### src/rtl/addsub_pkg.sv
// Shared types and constants for the shared add/sub arbiter (default 16-bit, 4-requester configuration).
// Optional saturation is selected by the ADDSUB_ARB_SAT_EN macro in addsub_arbiter.
package addsub_pkg;

    localparam int DEF_NUM_REQ = 4;
    localparam int DEF_DATA_W  = 16;
    localparam int DEF_ID_W    = 2;

    localparam logic [DEF_DATA_W-1:0] SAT_MAX = {1'b0, {(DEF_DATA_W-1){1'b1}}};
    localparam logic [DEF_DATA_W-1:0] SAT_MIN = {1'b1, {(DEF_DATA_W-1){1'b0}}};

    typedef enum logic {
        ST_EMPTY = 1'b0,
        ST_FULL  = 1'b1
    } stage_e;

    typedef struct packed {
        logic [DEF_DATA_W-1:0] sum;
        logic                  cout;
        logic                  ovfl;
        logic [DEF_ID_W-1:0]   id;
    } rsp_t;

endpackage

### src/rtl/addsub_core.sv
// Combinational add/sub built from 4-bit carry-lookahead groups; latency 0, no state.
// No backpressure of its own: the arbiter decides when a result is captured.
module addsub_core
    import addsub_pkg::*;
#(
    parameter int DATA_W = DEF_DATA_W
) (
    input  logic [DATA_W-1:0] a_i,
    input  logic [DATA_W-1:0] b_i,
    input  logic              cin_i,
    input  logic              sub_i,
    output logic [DATA_W-1:0] sum_o,
    output logic              cout_o,
    output logic              ovfl_o
);

    localparam int NG = DATA_W / 4;

    logic [DATA_W-1:0] beff;
    logic [DATA_W-1:0] p;
    logic [DATA_W-1:0] g;
    logic [DATA_W-1:0] c;
    logic [NG-1:0]     gp;
    logic [NG-1:0]     gg;
    logic [NG:0]       cg;

    assign beff = sub_i ? ~b_i : b_i;
    assign p    = a_i ^ beff;
    assign g    = a_i & beff;

    always_comb begin
        c  = '0;
        gp = '0;
        gg = '0;
        cg = '0;
        // Subtract is A + ~B + 1, so the forced carry-in replaces cin.
        cg[0] = sub_i | cin_i;
        for (int k = 0; k < NG; k++) begin
            gp[k]      = &p[4*k +: 4];
            gg[k]      = g[4*k+3]
                       | (p[4*k+3] & g[4*k+2])
                       | (p[4*k+3] & p[4*k+2] & g[4*k+1])
                       | (p[4*k+3] & p[4*k+2] & p[4*k+1] & g[4*k]);
            c[4*k]     = cg[k];
            c[4*k+1]   = g[4*k] | (p[4*k] & cg[k]);
            c[4*k+2]   = g[4*k+1]
                       | (p[4*k+1] & g[4*k])
                       | (p[4*k+1] & p[4*k] & cg[k]);
            c[4*k+3]   = g[4*k+2]
                       | (p[4*k+2] & g[4*k+1])
                       | (p[4*k+2] & p[4*k+1] & g[4*k])
                       | (p[4*k+2] & p[4*k+1] & p[4*k] & cg[k]);
            cg[k+1]    = gg[k] | (gp[k] & cg[k]);
        end
    end

    assign sum_o  = p ^ c;
    assign cout_o = cg[NG];
    assign ovfl_o = (a_i[DATA_W-1] == beff[DATA_W-1]) & (sum_o[DATA_W-1] != a_i[DATA_W-1]);

endmodule

### src/rtl/addsub_arbiter.sv
// Round-robin share of one add/sub core across NUM_REQ requesters; 1-cycle accept-to-result latency.
// Backpressure: all req_ready drop while a held result is stalled; ADDSUB_ARB_SAT_EN clamps overflowed sums.
module addsub_arbiter
    import addsub_pkg::*;
#(
    parameter int NUM_REQ = DEF_NUM_REQ,
    parameter int DATA_W  = DEF_DATA_W,
    parameter int ID_W    = DEF_ID_W
) (
    input  logic                      clk,
    input  logic                      rst_n,
    input  logic [NUM_REQ-1:0]        req_valid,
    output logic [NUM_REQ-1:0]        req_ready,
    input  logic [NUM_REQ*DATA_W-1:0] req_a,
    input  logic [NUM_REQ*DATA_W-1:0] req_b,
    input  logic [NUM_REQ-1:0]        req_cin,
    input  logic [NUM_REQ-1:0]        req_sub,
    output logic                      rsp_valid,
    input  logic                      rsp_ready,
    output logic [DATA_W-1:0]         rsp_sum,
    output logic                      rsp_cout,
    output logic                      rsp_ovfl,
    output logic [ID_W-1:0]           rsp_id
);

    if (ID_W != $clog2(NUM_REQ)) begin : g_chk_id_w
        $error("addsub_arbiter: ID_W must equal clog2(NUM_REQ)");
    end
    if ((DATA_W % 4) != 0) begin : g_chk_data_w
        $error("addsub_arbiter: DATA_W must be a multiple of 4");
    end
    if ((NUM_REQ < 2) || (NUM_REQ > 8)) begin : g_chk_num_req
        $error("addsub_arbiter: NUM_REQ must be in 2..8");
    end

    typedef struct packed {
        logic [DATA_W-1:0] sum;
        logic              cout;
        logic              ovfl;
        logic [ID_W-1:0]   id;
    } rsp_slot_t;

    stage_e            state_q, state_d;
    logic [ID_W-1:0]   rr_q, rr_d;
    rsp_slot_t         rsp_q, rsp_d;

    logic [ID_W-1:0]   win;
    logic              found;
    logic              can_accept;
    logic              accept;
    logic [DATA_W-1:0] a_sel;
    logic [DATA_W-1:0] b_sel;
    logic              cin_sel;
    logic              sub_sel;
    logic [DATA_W-1:0] core_sum;
    logic              core_cout;
    logic              core_ovfl;
    logic [DATA_W-1:0] res_sum;

    // First valid requester at or after rr_q, wrapping modulo NUM_REQ.
    always_comb begin
        logic [ID_W-1:0] idx;
        found = 1'b0;
        win   = '0;
        idx   = '0;
        for (int i = 0; i < NUM_REQ; i++) begin
            idx = ID_W'((int'(rr_q) + i) % NUM_REQ);
            if (!found && req_valid[idx]) begin
                found = 1'b1;
                win   = idx;
            end
        end
    end

    assign can_accept = (state_q == ST_EMPTY) | rsp_ready;
    assign accept     = rst_n & found & can_accept;

    always_comb begin
        req_ready = '0;
        if (accept) begin
            req_ready[win] = 1'b1;
        end
    end

    assign a_sel   = req_a[int'(win)*DATA_W +: DATA_W];
    assign b_sel   = req_b[int'(win)*DATA_W +: DATA_W];
    assign cin_sel = req_cin[win];
    assign sub_sel = req_sub[win];

    addsub_core #(
        .DATA_W (DATA_W)
    ) u_core (
        .a_i    (a_sel),
        .b_i    (b_sel),
        .cin_i  (cin_sel),
        .sub_i  (sub_sel),
        .sum_o  (core_sum),
        .cout_o (core_cout),
        .ovfl_o (core_ovfl)
    );

`ifdef ADDSUB_ARB_SAT_EN
    localparam logic [DATA_W-1:0] SAT_HI = {1'b0, {(DATA_W-1){1'b1}}};
    localparam logic [DATA_W-1:0] SAT_LO = {1'b1, {(DATA_W-1){1'b0}}};

    // Overflow direction follows the sign of A: positive A can only overflow upward.
    assign res_sum = core_ovfl ? (a_sel[DATA_W-1] ? SAT_LO : SAT_HI) : core_sum;
`else
    assign res_sum = core_sum;
`endif

    always_comb begin
        state_d = state_q;
        rr_d    = rr_q;
        rsp_d   = rsp_q;
        if (accept) begin
            state_d    = ST_FULL;
            rr_d       = (int'(win) == NUM_REQ - 1) ? '0 : win + 1'b1;
            rsp_d.sum  = res_sum;
            rsp_d.cout = core_cout;
            rsp_d.ovfl = core_ovfl;
            rsp_d.id   = win;
        end else if (rsp_ready) begin
            state_d = ST_EMPTY;
        end
    end

    always_ff @(posedge clk or negedge rst_n) begin
        if (!rst_n) begin
            state_q <= ST_EMPTY;
            rr_q    <= '0;
            rsp_q   <= '0;
        end else begin
            state_q <= state_d;
            rr_q    <= rr_d;
            rsp_q   <= rsp_d;
        end
    end

    assign rsp_valid = (state_q == ST_FULL);
    assign rsp_sum   = rsp_q.sum;
    assign rsp_cout  = rsp_q.cout;
    assign rsp_ovfl  = rsp_q.ovfl;
    assign rsp_id    = rsp_q.id;

endmodule

### config.mk
export PLATFORM = sky130hd
export DESIGN_NAME = addsub_arbiter
export DESIGN_NICKNAME = d
export VERILOG_FILES = /design/src/rtl/addsub_pkg.sv /design/src/rtl/addsub_core.sv /design/src/rtl/addsub_arbiter.sv
export SDC_FILE = /design/constraint.sdc
export NUM_CORES = 1
export LEC_CHECK = 0
export ABC_AREA = 1
export BUFFER_PORTS_ARGS = -buffer_cell sky130_fd_sc_hd__buf_2
export CAP_MARGIN = 15
export CORE_AREA = 2 2 90 178
export CTS_CLUSTER_DIAMETER = 40
export DETAILED_ROUTE_END_ITERATION = 6
export DIE_AREA = 0 0 92 180
export MAX_ROUTING_LAYER = met4
export PLACE_DENSITY_LB_ADDON = 0.3
export SLEW_MARGIN = 20
export SYNTH_ARGS = -nofsm -noshare
export SYNTH_HDL_FRONTEND = slang
export SYNTH_HIERARCHICAL = 1
export SYNTH_SLANG_ARGS = --single-unit
### constraint.sdc
create_clock -name clk -period 5 [get_ports clk]
set_clock_uncertainty 0.1 [all_clocks]
set_input_delay 1 -clock clk [delete_from_list [all_inputs] [get_ports clk]]
set_output_delay 1 -clock clk [all_outputs]
set_load 0.03 [all_outputs]
# After elaboration in Yosys (flattened, before gate mapping)
# Cells that the tools add are included.
# totals
reg_bits	23
inputBits	143
output_inout_bits	25
# classes
addsub	4
order_cmp	6
n_eq_ne	3
shift	2
mux	27
n_bitwise	110
reduce_logical	12
# ops
op	count
indexed part select 64 x 7 -> 16 bit	2
AND 1 bit	63
bitwise OR 1 bit	42
bitwise XOR 16 bit	2
AND 16 bit	1
2-to-1 mux 16 bit	1
inverter 16 bit	1
AND reduction 4 bit	4
less-than comparator 2 x 3 -> 1 bit (second input constant)	5
2-to-1 mux 1 bit	13
binary-select mux 1 bit (select 2 bit)	6
2-to-1 mux 2 bit	5
adder 2 x 1 -> 2 bit (second input constant)	2
adder 2 bit (second input constant)	2
logical AND 1 bit	4
2-to-1 mux 4 bit	1
logical NOT 1 bit	3
demux 1 bit (select 2 bit)	1
== test 2 x 1 -> 1 bit (second input constant)	1
greater-or-equal comparator 2 x 1 -> 1 bit (second input constant)	1
nonzero test 2 bit	1
== test 1 bit	1
!= test 1 bit	1
inverter 1 bit	1

# Longest topological paths before layout
# Gate-level depths: netlist of run 1.
# depth
ltp_word	30
mapped_depth	32
depth_no_buf	30

# Modules after synthesis
# The synthesis of run 1 kept the hierarchy.
# modules_own_cells
mod	n_inst	cells_per_inst	area_each_um2	seq_area_each_um2
addsub_arbiter	1	531	2807.7	575.6
addsub_core	1	132	913.4	0.0

# Worst setup path after synthesis of run 1
# Ideal clock, no wire load.
# synth_timing
kind	input port to flip-flop
from	input port req_valid[3]
to	register rsp_q, in the netlist rsp_sum[13]
setup_time_ps	83
t_arrival_ps	4217
t_required_ps	4817
setup_slack_ps	600
path_stages	30
path_cell_list	inv_1 -> nand2_1 -> nand3_1 -> nand2_2 -> nor2_2 -> nand3_1 -> nand2_2 -> nand2_4 -> buf_2 -> nand2_1 -> nand2_1 -> nand2_1 -> nand2_1 -> buf_6 -> buf_2 -> xor2_1 -> ha_1 -> nand2_1 -> nor2_1 -> nand2_1 -> nand3_2 -> nand2_1 -> nand2_2 -> nand2_2 -> nand2_2 -> inv_1 -> fa_1 -> xnor2_1 -> inv_1 -> o21ai_0
# synth_via
elab_chain_cells	28
word_cells_on_any_way	71
# synth_rtl
item	line	rtl
start: declaration	addsub_arbiter.sv:12	input logic [NUM_REQ-1:0] req_valid,
binary-select mux 1 bit (select 2 bit)	addsub_arbiter.sv:68	if (!found && req_valid[idx]) begin
2-to-1 mux 1 bit (implied by the code)	addsub_arbiter.sv:68	
2-to-1 mux 1 bit	addsub_arbiter.sv:68	
logical NOT 1 bit	addsub_arbiter.sv:68	
logical AND 1 bit	addsub_arbiter.sv:68	
2-to-1 mux 1 bit	addsub_arbiter.sv:68	
logical NOT 1 bit	addsub_arbiter.sv:68	
logical AND 1 bit	addsub_arbiter.sv:68	
[... 6 more ...]	-	
named net sub_sel	addsub_arbiter.sv:54	logic sub_sel;
[... 7 more ...]	-	
AND 1 bit	addsub_core.sv:53	cg[k+1] = gg[k] | (gp[k] & cg[k]);
bitwise OR 1 bit	addsub_core.sv:53	
AND 1 bit	addsub_core.sv:53	
bitwise OR 1 bit	addsub_core.sv:53	
AND 1 bit	addsub_core.sv:45	c[4*k+1] = g[4*k] | (p[4*k] & cg[k]);
bitwise OR 1 bit	addsub_core.sv:45	
bitwise XOR 16 bit *	addsub_core.sv:57	assign sum_o = p ^ c;
named net core_sum[13]	addsub_arbiter.sv:55	logic [DATA_W-1:0] core_sum;
end signal: assignment	addsub_arbiter.sv:136	rsp_q <= rsp_d;
end: declaration	addsub_arbiter.sv:45	rsp_slot_t rsp_q, rsp_d;
# Mark *: on every way through the listed nets, which the timed path passes. The rest lies on a longest branch. The select of a mux whose other input is x is not followed.
# A chain may end at the register's enable or synchronous reset.

# Worst setup path in the final report of run 1
# Ends and elaborated chain as after synthesis.

==> impl_metrics.py, run 1 <==
metrics = {
    "grt": {
        "grt_overflow_total": 0,
        "grt_pass1_vias": 4106,
        "grt_pass1_wl_mm": 20.0,
        "grt_max_degree": 49,
        "antenna_found_initial": 1,
        "grt.total_usage": 0.154,
    },
    "outcome": {
        "status": "finished, final reports clean",
    },
    "sta": {
        "maxSlewHeadroom": 0.614,
        "hold_viol_final": 0,
        "min_period_over_period": 0.886,
        "fmax_mhz": 226,
        "fin_crit_ns": 4.43,
        "fin_setup_tns_ns": 0,
        "setup_viol": 0,
        "slew_violations": 0,
        "worst_pin_slew_ns": 0.578,
        "grt_setup_unrepaired": "false",
    },
    "clock_tree": {
        "cts_buffer_depth": 2,
        "clkLatencyLatePin_ns": 0.26,
        "postCtsResizedCells": 0,
        "cts_buffers": 3,
        "cts_hold_buf": 0,
        "cts_max_level": 1,
        "clkSlewWorstSetupHoldPaths_ns": 0.06,
        "tritoncts": "built",
        "cts.sinks": 23,
        "cts_setup_buffers": 0,
        "cts_root_buf": "clkbuf_16",
    },
    "setup_path": {
        "crit_top_cell": "nand2_1",
        "cp.arrival_ns": 4.50,
        "cp-start-kind": "primary input",
        "cp_slowest_cell": "fa_1",
        "cp.required_ns": 5.07,
        "cp_top_family": "simple AND/OR/NAND/NOR gates",
        "path_class": "in -> reg",
        "worst_setup_path_end_kind": "flip-flop",
        "critPathBufInv": 7,
        "max_stage_delay_ns": 0.40,
        "cp_max_fo": 17,
    },
    "floorplanning": {
        "rows": 64,
        "coreArea_um2": 15200,
        "die_w_um": 92,
        "ios": 168,
        "dieArea_um2": 16600,
        "initial_utilization": 0.245,
        "die_h_um": 180,
    },
    "detailed_routing": {
        "vias": 4269,
        "wirelength_mm": 12.6,
        "first_pass_iters": 4,
        "drc": 0,
        "avgRoutedWirePerCell_um": 12.5,
        "first_iter_violations": 130,
        "viasPerCell": 4.23,
        "ant_nets": 0,
    },
    "logic_synthesis": {
        "synth_area_per_cell_um2": 5.61,
        "synth_nets": 827,
        "synth_cell_types": 34,
        "synth.cell_area_um2": 3720,
        "yosysWarnings": 6,
        "ys_ff_latch": 23,
        "syn_inst": 663,
        "ys_seq_area_frac": 0.155,
    },
    "place": {
        "dp_hpwl_mm": 10.6,
        "port_buffers": 167,
        "gp_congestion": 0.861,
    },
    "worst_hold_path": {
        "hold_class": "reg -> reg",
    },
    "job": {
        "drv_cap": 0,
    },
    "layout": {
        "drive_above_1_share": 0.249,
        "syn_to_final_growth_pct": 28.5,
        "nets": 975,
        "fillers": 1849,
    },
}
==> tightest hold or removal path, delay by kind of cell (launching register included) <==
| family | cells | cell delay [ns] |
|---|---|---|
| DFF | 1 | 0.34 |
| and+or+nand+nor | 1 | 0.05 |
| AOI/OAI and AO/OA | 1 | 0.05 |
==> synthesized netlist by cell type <==
cell type  instances  share of area
fa_1               4          0.022
a21boi_1           1         0.0020
nor2_4             1         0.0030
xor2_1            14          0.033
buf_4              9          0.018
a21oi_1            7         0.0094
nor3_2             1         0.0027
buf_1              1         0.0010
xnor2_1           11          0.026
o21bai_1           1         0.0020
o21ai_0           21          0.028
nand2_2            8          0.013
a21oi_2            1         0.0024
nand3_2            2         0.0054
o22ai_1            1         0.0017
nand4_1            2         0.0034
inv_4              1         0.0017
inv_2              3         0.0030
nor2_2             1         0.0017
nand3_4            1         0.0047
buf_2             18          0.024
a31oi_1            1         0.0017
a21o_1             1         0.0020
buf_6              6          0.018
dfrtp_1           23           0.15
inv_1            121           0.12
nor2_1            19          0.019
nor2_8             1         0.0054
or2_1              1         0.0017
nand3_1          111           0.15
nand2_4            2         0.0061
nand2_1          248           0.25
o21ai_1            3         0.0040
ha_1              17          0.057
==> kinds of logic after synthesis <==
family                   synth area share
buffers and inverters               0.188
flip-flops                          0.155
adder cells (fa/ha/maj)            0.0787
AND/OR/NAND/NOR                     0.466
AO/OA/AOI/OAI                      0.0535
XOR/XNOR                           0.0588
==> cells in the final DEF (no fill, tap or decap) <==
cell type | Yosys | final
inv_4 | 1 | 1
nand4_1 | 2 | 2
nand3_2 | 2 | 2
nor3_2 | 1 | 1
or2_1 | 1 | 1
nor2_8 | 1 | 1
nand3_4 | 1 | 1
clkbuf_16 | 0 | 3
nand3_1 | 111 | 111
nand2_1 | 248 | 248
o21ai_0 | 21 | 21
diode_2 | 0 | 1
inv_1 | 121 | 121
dfrtp_1 | 23 | 23
buf_12 | 0 | 4
fa_1 | 4 | 4
o22ai_1 | 1 | 1
a31oi_1 | 1 | 1
nor2_2 | 1 | 1
nor2_4 | 1 | 1
nand2_4 | 2 | 2
clkbuf_1 | 0 | 1
a21o_1 | 1 | 1
a21boi_1 | 1 | 1
buf_4 | 9 | 6
inv_2 | 3 | 3
nand2_2 | 8 | 8
nor2_1 | 19 | 19
a21oi_2 | 1 | 1
buf_2 | 18 | 167
o21ai_1 | 3 | 3
xnor2_1 | 11 | 11
xor2_1 | 14 | 14
a21oi_1 | 7 | 7
ha_1 | 17 | 17
o21bai_1 | 1 | 1
==> flip-flops by register name (all words and copies together), names as in the netlist <==
name,count
rsp_sum,16
rr_q,2
rsp_ovfl,1
rsp_id,2
rsp_valid,1
rsp_cout,1
==> worst paths after layout <==
check                           depth (start not counted)  slack [ns]           to          from
worst min-delay path                                    2        0.38   rsp_sum[3]    rsp_sum[3]
min in group asynchronous                               1        0.63      rr_q[0]         rst_n
worst min register to register                          2        0.38   rsp_sum[3]    rsp_sum[3]
max in group asynchronous                               1        3.77  rsp_sum[15]         rst_n
worst max-delay path                                   29        0.57  rsp_sum[13]  req_valid[3]
worst max register to register                         29        0.71  rsp_sum[13]       rr_q[0]
==> through the flow <==
step	cells	setup slack (ns)	utilization	instance area [um2]	hold WS, ns
finish	1009	0.569	0.314	4780	0.376
detailed placement	1004	0.313	0.309	4700	0.370
global route	1009	0.106	0.314	4780	0.397
floorplan	663	0.600	-	3720	0.453
CTS	1008	0.570	0.314	4780	0.384
global placement	1004	0.360	0.309	4700	0.365
==> metal layers <==
layer	track usage	vias up	wire length, um
met5	-	-	0
met4	0.0513	0	356
met3	0.00587	17	354
met2	0.303	100	7090
met1	0.159	1845	4800
li1	-	2307	-
==> cell type report <==
type	instances	area, um2	share of cell area
clock buffers	4	78.8	0.0165
flip-flops and latches	23	576	0.120
inverters	125	472	0.0986
diodes	1	2.50	0.000523
multi-input cells	481	2440	0.511
well taps	198	248	0.0518
repair buffers	177	961	0.201
Power of run 1 is not shown: default switching activity piles up to over one toggle a cycle in this logic, so the estimate is an artifact.
==> inputs of run 2 (changes only) <==
Settings changed: ABC_AREA 1 to default, CORE_AREA 2 2 90 178 to 2 2 82 163, DIE_AREA 0 0 92 180 to 0 0 84 165.
==> impl_metrics.py, run 2 <==
metrics = {
    "setup_path": {
        "rr_worst_depth": 14,
        "worst_setup_path_end_kind": "flip-flop",
        "cp.arrival_ns": 4.63,
        "cp-start-kind": "primary input",
        "path_class": "in -> reg",
        "cp.required_ns": 5.10,
        "cp_max_fo": 14,
    },
    "logic_synthesis": {
        "ys.flop_type": "dfrtp_1",
        "synth_nets": 462,
        "synth_area_per_cell_um2": 10.4,
        "async_flop_share": 1.00,
        "ys_seq_area_frac": 0.186,
        "yosysWarnings": 6,
        "syn_inst": 298,
        "synth_commonest_cells": "mux2i_1, dfrtp_1, inv_1, mux2_2, xor2_1",
        "yosys.area.top_type": "mux2i_1",
        "synth_edf_count": 0,
        "ys_ff_latch": 23,
        "synth.most_common_cell": "mux2i_1",
        "synth.cell_area_um2": 3100,
        "synth_top_cell_area_share": 0.329,
        "synth_cell_types": 45,
        "yosys-top-cells-area": "mux2i_1, dfrtp_1, mux2_2",
    },
    "grt": {
        "grt_pass1_wl_mm": 14.3,
        "grt_max_degree": 40,
        "grt.total_usage": 0.133,
        "antenna_found_initial": 0,
        "grt_pass1_vias": 2883,
        "grt_overflow_total": 0,
    },
    "clock_tree": {
        "tritoncts": "built",
        "cts_setup_buffers": 0,
        "cts_buffers": 3,
        "cts_buffer_depth": 2,
        "cts_root_buf": "clkbuf_16",
        "clkLatencyLatePin_ns": 0.26,
        "cts.sinks": 23,
        "cts_hold_buf": 0,
        "clkSlewWorstSetupHoldPaths_ns": 0.06,
        "cts_max_level": 1,
        "postCtsResizedCells": 0,
    },
    "layout": {
        "diodes": 0,
        "nets": 625,
        "syn_to_final_growth_pct": 33.0,
        "largest_reg_flops": 16,
        "drive_above_1_share": 0.463,
        "layout.cells.most_common": "buf_2",
        "final_cell_mix": "buf_2, mux2i_1, dfrtp_1",
        "fillers": 1332,
        "final_core_util": 0.329,
    },
    "power_and_ir_drop": {
        "leakagePower_nw": 2.21,
        "powerDensity_nw_per_um2": 678,
        "ir_drop_v": 0.000241,
    },
    "floorplanning": {
        "die_w_um": 84,
        "die_h_um": 165,
        "rows": 58,
        "ios": 168,
        "dieArea_um2": 13900,
        "coreArea_um2": 12600,
        "initial_utilization": 0.247,
    },
    "sta": {
        "worst_pin_slew_ns": 0.579,
        "fin_setup_tns_ns": 0,
        "fin_crit_ns": 4.53,
        "hold_viol_final": 0,
        "fmax_mhz": 221,
        "slew_violations": 0,
        "min_period_over_period": 0.907,
        "grt_setup_unrepaired": "false",
        "hold_slack_ns": 0.406,
        "setup_viol": 0,
        "maxSlewHeadroom": 0.614,
    },
    "detailed_routing": {
        "viasPerCell": 4.59,
        "wirelength_mm": 9.54,
        "drc": 0,
        "first_iter_violations": 63,
        "vias": 2800,
        "ant_nets": 0,
        "avgRoutedWirePerCell_um": 15.6,
        "first_pass_iters": 4,
    },
    "worst_hold_path": {
        "hold_class": "reg -> reg",
        "holdPathStages": 1,
    },
    "job": {
        "drv_cap": 0,
    },
    "place": {
        "dp_hpwl_mm": 8.24,
        "port_buffers": 167,
        "gp_congestion": 0.817,
    },
    "outcome": {
        "status": "finished, final reports clean",
    },
}
-- run 2: cell count changes in the layout (fill, tap and decap cells not counted), moves of 4 or more --
cell     before  now
nor2_1       19    4
mux2i_1       0  101
o21ai_0      21    9
nand2_1     248    4
xor2_1       14   19
nand2_2       8    0
mux2_2        0   21
nand3_1     111    0
inv_1       121   22
xnor2_1      11    7
-- run 2: cell type report --
| cell class | count | area (um2) | share of cell area |
|---|---|---|---|
| flip-flops and latches | 23 | 576 | 0.139 |
| inverters | 22 | 82.6 | 0.0200 |
| multi-input cells | 237 | 2280 | 0.552 |
| clock buffers | 4 | 78.8 | 0.0191 |
| repair buffers | 174 | 926 | 0.224 |
| well taps | 150 | 188 | 0.0455 |
-- run 2: path summary, 6_finish.rpt --
kind | from | slack (ns) | end
worst min register to register | rsp_sum[4] | 0.41 | rsp_sum[4]
worst max-delay path | req_valid[0] | 0.47 | rsp_sum[12]
max in group asynchronous | rst_n | 3.78 | rsp_sum[15]
worst min-delay path | rsp_sum[4] | 0.41 | rsp_sum[4]
min in group asynchronous | rst_n | 0.63 | rsp_id[0]
worst max register to register | rr_q[1] | 0.87 | rsp_sum[12]
-- run 2: cells by family (layout without fill, tap and decap cells) --
group | Yosys count | count (layout) | share of synthesized area
XOR/XNOR | 26 | 26 | 0.0734
flip-flops | 23 | 23 | 0.186
buffers and inverters | 38 | 200 | 0.0896
AO/OA/AOI/OAI | 39 | 39 | 0.0972
adder cells (fa/ha/maj) | 21 | 21 | 0.0944
multiplexers | 124 | 124 | 0.410
AND/OR/NAND/NOR | 27 | 27 | 0.0496
-- run 2: metrics by stage --
step | instance area [um2] | setup WS [ns] | power, mW | std cells
after floorplan | 3100 | 0.238 | 2.13 | 298
after global placement | 4050 | 0.262 | 2.63 | 606
after detailed placement | 4050 | 0.193 | 2.66 | 606
after CTS | 4130 | 0.452 | 2.86 | 610
after global routing | 4130 | 0.202 | 3.08 | 610
final | 4130 | 0.466 | 2.80 | 610
-- run 2: worst max-delay path: stages --
cell	delay [ns]
buf_2	0.12
a21o_1	0.19
a21oi_2	0.16
o22a_4	0.31
mux2i_1	0.33
mux2i_4	0.19
xor2_1	0.20
ha_1	0.35
a21oi_1	0.14
o21ai_0	0.21
o31a_4	0.43
a211oi_1	0.32
fa_1	0.47
inv_1	0.06
mux2_2	0.13
-- run 2: power by group --
part,internal [mW],switching [mW],total (mW)
combinational,1.03,1.25,2.28
clock,0.109,0.0653,0.174
sequential,0.285,0.0584,0.344
total,1.43,1.37,2.80
-- run 2: routing by layer --
| layer | vias up | track usage | share of wire |
|---|---|---|---|
| li1 | 1399 | - | - |
| met1 | 1294 | 0.139 | 0.38 |
| met2 | 92 | 0.254 | 0.55 |
| met3 | 15 | 0.0135 | 0.042 |
| met4 | 0 | 0.0513 | 0.025 |
| met5 | - | - | 0 |
Power figures use the tool's default switching activity.
==> inputs of run 3 (changes only) <==
Settings changed: CAP_MARGIN 15 to 10, CTS_BUF_LIST from default to sky130_fd_sc_hd__clkbuf_16.
==> impl_metrics.py, run 3 (same netlist as run 2, synthesis figures left out) <==
metrics = {
    "floorplanning": {
        "rows": 58,
        "die_h_um": 165,
        "coreArea_um2": 12600,
        "ios": 168,
        "initial_utilization": 0.247,
        "dieArea_um2": 13900,
        "die_w_um": 84,
    },
    "sta": {
        "maxSlewHeadroom": 0.615,
        "fin_setup_tns_ns": 0,
        "grt_setup_unrepaired": "false",
        "min_period_over_period": 0.907,
        "slew_violations": 0,
        "setup_viol": 0,
        "hold_viol_final": 0,
        "fin_crit_ns": 4.53,
        "fmax_mhz": 221,
        "worst_pin_slew_ns": 0.577,
    },
    "detailed_routing": {
        "first_pass_iters": 4,
        "ant_nets": 0,
        "vias": 2800,
        "first_iter_violations": 63,
        "wirelength_mm": 9.54,
        "avgRoutedWirePerCell_um": 15.6,
        "drc": 0,
        "viasPerCell": 4.59,
    },
    "layout": {
        "largest_reg_flops": 16,
        "multi_input_area_um2": 2280,
        "final_cell_mix": "buf_2, mux2i_1, inv_1, dfrtp_1, mux2_2",
        "nets": 625,
        "diodes": 0,
        "final_core_util": 0.329,
        "seq_area_um2": 576,
        "drive_above_1_share": 0.463,
        "fillers": 1332,
        "layout.cells.most_common": "buf_2",
        "syn_to_final_growth_pct": 33.0,
    },
    "worst_hold_path": {
        "holdPathStages": 1,
        "hold_class": "reg -> reg",
    },
    "place": {
        "dp_hpwl_mm": 8.24,
        "gp_congestion": 0.817,
        "port_buffers": 167,
    },
    "clock_tree": {
        "cts_buffer_depth": 2,
        "clkSlewWorstSetupHoldPaths_ns": 0.06,
        "cts.sinks": 23,
        "tritoncts": "built",
        "postCtsResizedCells": 0,
        "cts_max_level": 1,
        "clkLatencyLatePin_ns": 0.26,
        "cts_root_buf": "clkbuf_16",
        "cts_buffers": 3,
        "cts_setup_buffers": 0,
        "cts_hold_buf": 0,
    },
    "setup_path": {
        "rr_worst_depth": 14,
        "cp_max_fo": 14,
        "worst_setup_path_end_kind": "flip-flop",
        "cp.arrival_ns": 4.63,
        "path_class": "in -> reg",
        "cp.required_ns": 5.10,
        "cp-start-kind": "primary input",
    },
    "grt": {
        "grt_overflow_total": 0,
        "antenna_found_initial": 0,
        "grt_pass1_vias": 2883,
        "grt_pass1_wl_mm": 14.3,
        "grt_max_degree": 40,
        "grt.total_usage": 0.133,
    },
    "power_and_ir_drop": {
        "leakagePower_nw": 2.21,
        "ir_drop_v": 0.000241,
        "power_mw": 2.80,
        "powerDensity_nw_per_um2": 678,
    },
    "job": {
        "drv_cap": 0,
    },
    "outcome": {
        "status": "finished, final reports clean",
    },
}
-- run 3: worst paths after layout --
path / start / end / slack [ns]
max: req_valid[0] / rsp_sum[12] / 0.47
min: rsp_sum[15] / rsp_sum[15] / 0.41
max reg2reg: rr_q[1] / rsp_sum[12] / 0.87
min reg2reg: rsp_sum[15] / rsp_sum[15] / 0.41
max in group asynchronous: rst_n / rsp_sum[15] / 3.78
min in group asynchronous: rst_n / rsp_id[0] / 0.63
-- run 3: stage by stage --
step | hold slack, ns | setup WS, ns | std cells | area, um2
after detailed placement | 0.395 | 0.193 | 606 | 4050
after global placement | 0.391 | 0.262 | 606 | 4050
after CTS | 0.408 | 0.453 | 610 | 4130
after floorplan | 0.468 | 0.238 | 298 | 3100
final | 0.405 | 0.466 | 610 | 4130
after global routing | 0.434 | 0.202 | 610 | 4130
-- run 3: final cells by class --
| cell class | count | share of cell area |
|---|---|---|
| sequential | 23 | 0.139 |
| clock inverter | 1 | 0.000910 |
| multi-input combinational | 237 | 0.552 |
| timing repair buffer | 174 | 0.224 |
| tap | 150 | 0.0455 |
| inverter | 22 | 0.0200 |
| clock buffer | 3 | 0.0182 |
-- run 3: where the power goes --
group / internal (mW) / switching, mW
combinational: 1.03 / 1.25
sequential: 0.285 / 0.0579
clock: 0.107 / 0.0657
-- run 3: layer usage --
layer	up-vias	global-route usage	wire, um
met5	-	-	0
met4	0	0.0513	239
met3	15	0.0135	402
met2	90	0.254	5290
met1	1296	0.139	3610
li1	1399	-	-
-- run 3: critical path: stages --
cell and delay, ns:
buf_2 0.12, a21o_1 0.19, a21oi_2 0.16, o22a_4 0.31, mux2i_1 0.33, mux2i_4 0.19, xor2_1 0.20, ha_1 0.35
a21oi_1 0.14, o21ai_0 0.21, o31a_4 0.43, a211oi_1 0.32, fa_1 0.47, inv_1 0.06, mux2_2 0.13
